[config.mk]
export PLATFORM = sky130hd
export DESIGN_NAME = tree_fanin_collector
export DESIGN_NICKNAME = d
export VERILOG_FILES = /design/src/rtl/tree_pkg.sv /design/src/rtl/tree_fanin_collector_arb.sv /design/src/rtl/tree_fanin_collector.sv
export SDC_FILE = /design/constraint.sdc
export NUM_CORES = 1
export LEC_CHECK = 0
export CAP_MARGIN = 5
export CELL_PAD_IN_SITES_DETAIL_PLACEMENT = 1
export CELL_PAD_IN_SITES_GLOBAL_PLACEMENT = 2
export CORE_MARGIN = 3
export CORE_UTILIZATION = 24
export CTS_BUF_LIST = sky130_fd_sc_hd__clkbuf_8
export DETAILED_ROUTE_END_ITERATION = 16
export HOLD_SLACK_MARGIN = 0.05
export PLACE_DENSITY = 0.8
export RECOVER_POWER = 50
export SLEW_MARGIN = 20
export SYNTH_ARGS = -nofsm -noshare
export SYNTH_HDL_FRONTEND = slang
export SYNTH_SLANG_ARGS = --single-unit
[constraint.sdc]
create_clock -name clk -period 7.1 [get_ports clk]
set_input_delay 1.42 -clock clk [delete_from_list [all_inputs] [get_ports clk]]
set_output_delay 1.42 -clock clk [all_outputs]
set_load 0.05 [all_outputs]
[src/rtl/tree_pkg.sv]
// Shared types and helpers for the hierarchy-node fan-in path.
package tree_pkg;

  localparam int DEFAULT_NUM_CHILD = 5;
  localparam int DEFAULT_IDX_W     = 3;

  typedef logic [DEFAULT_IDX_W-1:0] child_idx_t;

  // Successor of idx in a ring of n positions.
  function automatic int rr_next(input int idx, input int n);
    return (idx + 1 >= n) ? 0 : idx + 1;
  endfunction

endpackage

[src/rtl/tree_fanin_collector_arb.sv]
// Combinational round-robin arbiter: first requester at or after ptr_i wins.
module rr_arbiter
  import tree_pkg::*;
#(
  parameter int N     = DEFAULT_NUM_CHILD,
  parameter int IDX_W = DEFAULT_IDX_W
) (
  input  logic [N-1:0]     req_i,
  input  logic [IDX_W-1:0] ptr_i,
  output logic [N-1:0]     gnt_o,
  output logic [IDX_W-1:0] gnt_idx_o,
  output logic             any_o
);

  int cand;

  always_comb begin
    gnt_o     = '0;
    gnt_idx_o = '0;
    any_o     = 1'b0;
    cand      = 0;
    for (int k = 0; k < N; k++) begin
      cand = (int'(ptr_i) + k) % N;
      if (!any_o && req_i[cand]) begin
        any_o       = 1'b1;
        gnt_o[cand] = 1'b1;
        gnt_idx_o   = IDX_W'(cand);
      end
    end
  end

endmodule

[src/rtl/tree_fanin_collector.sv]
// Merges NUM_CHILD child streams into one registered upstream stream,
// tagging each beat with its source child and counting delivered beats.
module tree_fanin_collector
  import tree_pkg::*;
#(
  parameter int NUM_CHILD = DEFAULT_NUM_CHILD,
  parameter int DATA_W    = 32,
  parameter int IDX_W     = DEFAULT_IDX_W,
  parameter int CNT_W     = 16
) (
  input  logic                        clk,
  input  logic                        rst_n,
  input  logic [NUM_CHILD-1:0]        child_valid,
  input  logic [NUM_CHILD*DATA_W-1:0] child_data,
  output logic [NUM_CHILD-1:0]        child_ready,
  output logic                        up_valid,
  input  logic                        up_ready,
  output logic [DATA_W-1:0]           up_data,
  output logic [IDX_W-1:0]            up_idx,
  output logic [CNT_W-1:0]            beat_cnt
);

  logic                 up_valid_q, up_valid_d;
  logic [DATA_W-1:0]    up_data_q, up_data_d;
  logic [IDX_W-1:0]     up_idx_q, up_idx_d;
  logic [IDX_W-1:0]     rr_ptr_q, rr_ptr_d;
  logic [CNT_W-1:0]     beat_cnt_q, beat_cnt_d;

  logic [NUM_CHILD-1:0] gnt;
  logic [IDX_W-1:0]     gnt_idx;
  logic                 gnt_any;
  logic                 out_free;
  logic                 child_hs;
  logic                 up_hs;

  rr_arbiter #(
    .N     (NUM_CHILD),
    .IDX_W (IDX_W)
  ) u_arb (
    .req_i     (child_valid),
    .ptr_i     (rr_ptr_q),
    .gnt_o     (gnt),
    .gnt_idx_o (gnt_idx),
    .any_o     (gnt_any)
  );

  assign out_free = !up_valid_q || up_ready;
  assign up_hs    = up_valid_q && up_ready;
  assign child_hs = gnt_any && out_free && rst_n;

  // rst_n gating keeps ready low during reset even though grant is combinational.
  assign child_ready = (rst_n && out_free) ? gnt : '0;

  always_comb begin
    up_valid_d = up_valid_q;
    up_data_d  = up_data_q;
    up_idx_d   = up_idx_q;
    rr_ptr_d   = rr_ptr_q;
    beat_cnt_d = beat_cnt_q;

    if (child_hs) begin
      up_valid_d = 1'b1;
      up_data_d  = child_data[gnt_idx*DATA_W +: DATA_W];
      up_idx_d   = gnt_idx;
      rr_ptr_d   = IDX_W'(rr_next(int'(gnt_idx), NUM_CHILD));
    end else if (up_hs) begin
      up_valid_d = 1'b0;
    end

    if (up_hs && (beat_cnt_q != {CNT_W{1'b1}})) begin
      beat_cnt_d = beat_cnt_q + CNT_W'(1);
    end
  end

  always_ff @(posedge clk or negedge rst_n) begin
    if (!rst_n) begin
      up_valid_q <= 1'b0;
      up_data_q  <= '0;
      up_idx_q   <= '0;
      rr_ptr_q   <= '0;
      beat_cnt_q <= '0;
    end else begin
      up_valid_q <= up_valid_d;
      up_data_q  <= up_data_d;
      up_idx_q   <= up_idx_d;
      rr_ptr_q   <= rr_ptr_d;
      beat_cnt_q <= beat_cnt_d;
    end
  end

  assign up_valid = up_valid_q;
  assign up_data  = up_data_q;
  assign up_idx   = up_idx_q;
  assign beat_cnt = beat_cnt_q;

endmodule

==> reports/metrics.cfg, run 1 <==
[routing]
wire_per_inst_um = 20.3
vias = 6311
detail-route-antenna-nets = 0
viasPerCell = 5.19
wirelength_um = 24700
firstDrtPassIters = 5
drcViolationCount = 0
drt_iter0_markers = 227

[timing]
setup_violations = 0
finalHoldViolations = 0
relSlewSlack_pct = -113
setup_ws_ns = 0.328
fin_crit_ns = 6.77
fin_crit_sh_pct = 95.4
finalMaxSlewViolations = 56
fmax_mhz = 148
fin_tns_setup_ns = 0
fin_skew_ns = 0.0132
rsz0062_at_grt = no
max_slew.worst_pin.slew_ns = 3.20

[clock_tree]
cts_buffer_depth = 2
cts-root-buf = clkbuf_8
cts_sinks = 55
cts_tree = yes
cts_hold_buf = 0
cts_htree_levels = 2
cts_buffers = 5
path_clk_slew_ns = 0.11
clk_latency_ns = 0.34

[synth]
synth.avg_cell_area_um2 = 8.70
syn_nets = 887
synthArstFlopShare_pct = 100
synth_warnings = 0
ys_types = 82
synth_edf_count = 0
syn_inst = 689
synth-seq-cells = 55
synth.yosys.seq_area_share_pct = 23.0
syn_area_mm2 = 0.00599
synth-main-ff-cell = dfrtp_1

[die]
fp-row-count = 57
die_w_um = 164
die_h_um = 164
coreArea_mm2 = 0.0245
initial_core_util_pct = 24.5
io_pins = 225
dieArea_mm2 = 0.0269

[setup_path]
cp.required_ns = 5.68
critical_path.max_stage_delay_ns = 0.56
crit_path_start = rr_ptr_q[1]
rr_endpoint = up_data[24]
critPathSlowestCell = mux4_2
cp_top_family = simple AND/OR/NAND/NOR gates
critPathBufInv = 3
crit_end = child_ready[1]
cp.depth = 18
critPathLaunchType = flop
cp-end-kind = output port
rr_worst_depth = 19
r2r_slack_ns = 0.99
regToRegStartpoint = rr_ptr_q[1]
crit_chain = clkinvlp_4, ha_1, buf_4, or3_1, nand2_1, xnor2_1, ha_1, nand2b_1, a21oi_4, xnor2_1, mux4_2, a21oi_2, and2_1, nor4b_2, and2_1, o21ai_0, a31oi_4, buf_12
crit_arrival_ns = 5.35
crit_fanout = 10
crit_type = flop to output port

[global_route]
grt_pass1_wl_um = 37500
use_met2_pct = 29.9
grt_pass1_vias = 6482
grt_max_degree = 56
grt_overflow = 0
antenna_found_initial = 0
track_usage_pct = 17.7
use_met1_pct = 23.3
grt-busiest-layer = met2
met3_usage_pct = 4.14

[flow_run]
drv_cap = 1

[run_status]
status = finished with violations
failed_checks = max-capacitance violations, max-slew violations

[place]
dp_hpwl_um = 19300
pre_cts_ws_ns = 0.523
gp_congestion = 0.891
dp.cells = 1209
io_buffers = 224

[final_layout]
regArea_mm2 = 0.00138
final_common_cell = clkdlybuf4s50_1
filler_cell_count = 2846
drive_gt1_share_pct = 8.96
multi_input_area_mm2 = 0.00430
synthToLayoutAreaGrowth_pct = 45.7
antenna_cells = 0
fin_cells = 1217
final_net_count = 1090
final_cell_mix = clkdlybuf4s50_1, mux2i_1, dfrtp_1

[min_path]
hp-class = flop to flop

==> routing by layer <==
layer	wire [um]	part of all wire, %
met1	10700	43
met2	12200	49
met3	1330	5.4
met4	433	1.8
met5	0	0
==> flip-flops by register name, indices dropped and copies added (netlist names) <==
name,flops
up_valid,1
up_data,32
beat_cnt,16
up_idx,3
rr_ptr_q,3
==> synthesized netlist by cell type, drive strengths merged (12+ instances only) <==
cell | n | share of area [%]
mux2i | 72 | 12
dfrtp | 55 | 23
nand2 | 52 | 3.3
a31oi | 39 | 4.1
and2 | 36 | 3.8
buf | 35 | 4.2
o221ai | 33 | 5.1
ha | 30 | 6.3
a21oi | 26 | 2.7
inv | 26 | 1.6
nor2 | 26 | 1.6
o21ai | 25 | 2.1
nand3 | 19 | 1.6
xnor2 | 19 | 3.1
clkbuf | 15 | 0.96
nand2b | 12 | 1.3
==> cell families after synthesis <==
family | after synthesis | synth area share (%)
and+or+nand+nor | 213 | 19.1
adders and majority gates | 30 | 6.26
buffers and inverters | 77 | 6.83
muxes | 81 | 14.3
AOI/OAI and AO/OA | 209 | 26.7
DFF | 55 | 23.0
xor gates and xnor gates | 24 | 3.82
==> through the flow <==
stage / utilization, % / hold slack (ns) / area [um2]
floorplan: - / 0.745 / 6030
global placement: 35.2 / 0.466 / 8620
detailed placement: 35.2 / 0.472 / 8620
CTS: 35.6 / 0.498 / 8720
global route: 35.7 / 0.537 / 8730
finish: 35.7 / 0.490 / 8730
==> how the worst min path moves through the flow <==
stage,to,depth (start not counted),slack (ns),start
floorplan,up_idx[1],2,0.74,up_idx[1]
global placement,up_idx[0],2,0.47,up_idx[0]
detailed placement,up_idx[0],2,0.47,up_idx[0]
CTS,up_idx[0],2,0.50,up_idx[0]
global route,beat_cnt[9],1,0.54,beat_cnt[9]
finish,up_idx[0],2,0.49,up_idx[0]
==> cell type report <==
class / instances / area share (%)
inverter: 27 / 1.20
sequential: 55 / 15.8
clock buffer: 6 / 0.946
tap: 324 / 4.64
timing repair buffer: 246 / 28.0
clock inverter: 2 / 0.186
multi-input combinational: 557 / 49.2
==> worst min-delay path, delay by kind of cell (launching register included) <==
kind,cells,cell delay (ns)
DFF,1,0.36
AOI/OAI and AO/OA,1,0.06
and+or+nand+nor,1,0.04
==> timing repair <==
item                                    CTS  global route
buffers inserted                          0             0
resized for setup                         0             4
endpoints found under the setup margin    0             5
Power of run 1 is left out: the tool's default activity adds up to more than one toggle a clock period on the data nets, which glitch-free logic cannot reach.
==> inputs of run 2 (changes only) <==
CORE_MARGIN = not set   (was 3)
==> run 2 against run 1 <==
Highest routed layer is now met5. Largest cell class unchanged. Worst setup slack better by 0.072 ns. Global-route usage is 1.6 points higher. Critical path type unchanged. The flow still finishes with violations (max-capacitance violations, max-slew violations). Critical endpoint is now child_ready[4]. Register-to-register slack gained 0.40 ns.
==> reports/metrics.cfg, run 2 (same netlist as run 1, synthesis figures left out) <==
[final_layout]
synthToLayoutAreaGrowth_pct = 45.5
drive_gt1_share_pct = 8.44  ; -0.52 points
fin_util_pct = 35.7  ; +0.048 points
multi_input_area_mm2 = 0.00430  ; unchanged
filler_cell_count = 2894  ; +1.7%
final_cell_mix = clkdlybuf4s50_1, mux2i_1, dfrtp_1
final_net_count = 1086  ; -0.37%
fin_cells = 1213  ; -0.33%
antenna_cells = 0  ; unchanged
regArea_mm2 = 0.00138  ; unchanged
largest_reg_flops = 32  ; unchanged
final_common_cell = clkdlybuf4s50_1

[min_path]
worstHoldStart = up_idx[1]
hp-class = flop to flop
worstHoldPathCells = 2  ; unchanged

[global_route]
antenna_found_initial = 1  ; +1
grt_overflow = 0  ; unchanged
grt_pass1_wl_um = 39000  ; +4.0%
track_usage_pct = 19.3  ; +1.6 points
grt_pass1_vias = 6719  ; +3.7%
grt_max_degree = 56  ; unchanged

[timing]
fin_crit_ns = 6.70  ; -0.0718 ns
fin_crit_sh_pct = 94.4  ; -1.0 points
relSlewSlack_pct = -121  ; -8.1 points
max_slew.worst_pin.slew_ns = 3.32  ; +0.122 ns
setup_violations = 0  ; unchanged
fin_skew_ns = 0.00583  ; -0.00737 ns
finalMaxSlewViolations = 56  ; unchanged
holdWs_ns = 0.503  ; +0.0125 ns
fmax_mhz = 149  ; +1.1%
finalHoldViolations = 0  ; unchanged
rsz0062_at_grt = no

[clock_tree]
cts_tree = yes
cts_sinks = 55  ; unchanged
path_clk_slew_ns = 0.12  ; about the same
clk_latency_ns = 0.34  ; about the same
cts_buffer_depth = 2  ; unchanged
cts_htree_levels = 2  ; unchanged
cts-root-buf = clkbuf_8
cts_buffers = 5  ; unchanged

[place]
gp_congestion = 0.868  ; -2.6%
io_buffers = 224  ; unchanged
dp.cells = 1205  ; -0.33%
dp_hpwl_um = 19200  ; -0.40%

[routing]
vias = 6344  ; +0.52%
viasPerCell = 5.23  ; +0.85%
wirelength_um = 25000  ; +1.0%
drt_iter0_markers = 277  ; +22%
detail-route-antenna-nets = 0  ; unchanged
drcViolationCount = 0  ; unchanged
wire_per_inst_um = 20.6  ; +1.4%
firstDrtPassIters = 5  ; unchanged

[die]
fp-row-count = 57  ; unchanged
die_w_um = 160  ; -2.4%
coreArea_mm2 = 0.0244  ; -0.29%
initial_core_util_pct = 24.6  ; +0.072 points
dieArea_mm2 = 0.0256  ; -4.8%
die_h_um = 160  ; -2.4%
io_pins = 225  ; unchanged

[setup_path]
crit_path_start = rr_ptr_q[2]
cp.required_ns = 5.68  ; about the same
cp_top_family = compound AO/OA/AOI/OAI gates
critical_path.max_stage_delay_ns = 0.65  ; +0.09 ns
rr_endpoint = rr_ptr_q[1]
regToRegStartpoint = rr_ptr_q[2]
crit_type = flop to output port
rr_worst_depth = 16  ; -3
cp.depth = 14  ; -4
crit_fanout = 22  ; +12
crit_chain = buf_4, ha_1, a21oi_4, inv_2, ha_1, o311ai_1, o31ai_2, or4_1, o311a_1, a211oi_2, nand3_1, or4_1, a41oi_2, buf_12
critPathLaunchType = flop
r2r_slack_ns = 1.39  ; +0.40 ns
cp-end-kind = output port
critPathBufInv = 3  ; unchanged
crit_arrival_ns = 5.28  ; -0.07 ns
critPathSlowestCell = o311ai_1
crit_end = child_ready[4]

[run_status]
failed_checks = max-capacitance violations, max-slew violations
status = finished with violations

[flow_run]
drv_cap = 1  ; unchanged

run 2: cell types whose count changed in the layout (fill, tap and decap cells not counted), sizes merged:
cell      delta
bufinv       +1
clkinvlp     -2
buf          -4
clkinv       -1
inv          +3
clkbuf       -1
run 2: what timing repair did:
action	in CTS	in global routing
hold buffers	0	0
buffers inserted	0	0
resized for setup	0	3
setup endpoints to repair	0	5
run 2: how the worst min path moves through the flow:
| stage | endpoint | slack [ns] |
|---|---|---|
| after floorplan | up_idx[1] | 0.74 |
| after global placement | up_idx[1] | 0.46 |
| after detailed placement | up_idx[1] | 0.48 |
| after CTS | beat_cnt[15] | 0.52 |
| after global routing | up_idx[1] | 0.54 |
| final | up_idx[1] | 0.50 |
run 2: stage by stage:
| step | cell area (um2) | setup WS (ns) | setup TNS (ns) |
|---|---|---|---|
| 6_report | 8720 | 0.400 | 0 |
| 5_1_grt | 8720 | 0.0414 | 0 |
| 4_1_cts | 8710 | 0.229 | 0 |
| 3_5_place_dp | 8590 | 0.489 | 0 |
| 3_3_place_gp | 8590 | 0.616 | 0 |
| 2_1_floorplan | 6030 | -0.114 | -0.114 |
run 2: area by class of cell:
type / count / share of cell area [%]
Inverter: 27 / 1.16
Tap cell: 324 / 4.65
Clock inverter: 3 / 0.574
Clock buffer: 5 / 0.789
Timing Repair Buffer: 242 / 27.7
Sequential cell: 55 / 15.8
Multi-Input combinational cell: 557 / 49.3
run 2: worst reg2reg max path, cell delays in order (launching register included):
cell and delay, ns:
dfrtp_1 0.40, buf_4 0.23, ha_1 0.37, a21oi_4 0.38, inv_2 0.17, ha_1 0.40
o311ai_1 0.65, o31ai_2 0.22, or4_1 0.51, o311a_1 0.16, a21oi_2 0.34, o21ai_0 0.16
a22oi_1 0.47, inv_1 0.10, ha_1 0.30, inv_1 0.04, o41ai_1 0.64
run 2: per-layer routing:
metal	vias to the layer above	GRT usage, %	wire length [um]
li1	3023	-	-
met1	3140	24.8	11000
met2	153	33.9	12500
met3	26	3.06	1110
met4	2	4.07	419
met5	-	0	12
Power of run 2 is left out for the same reason.
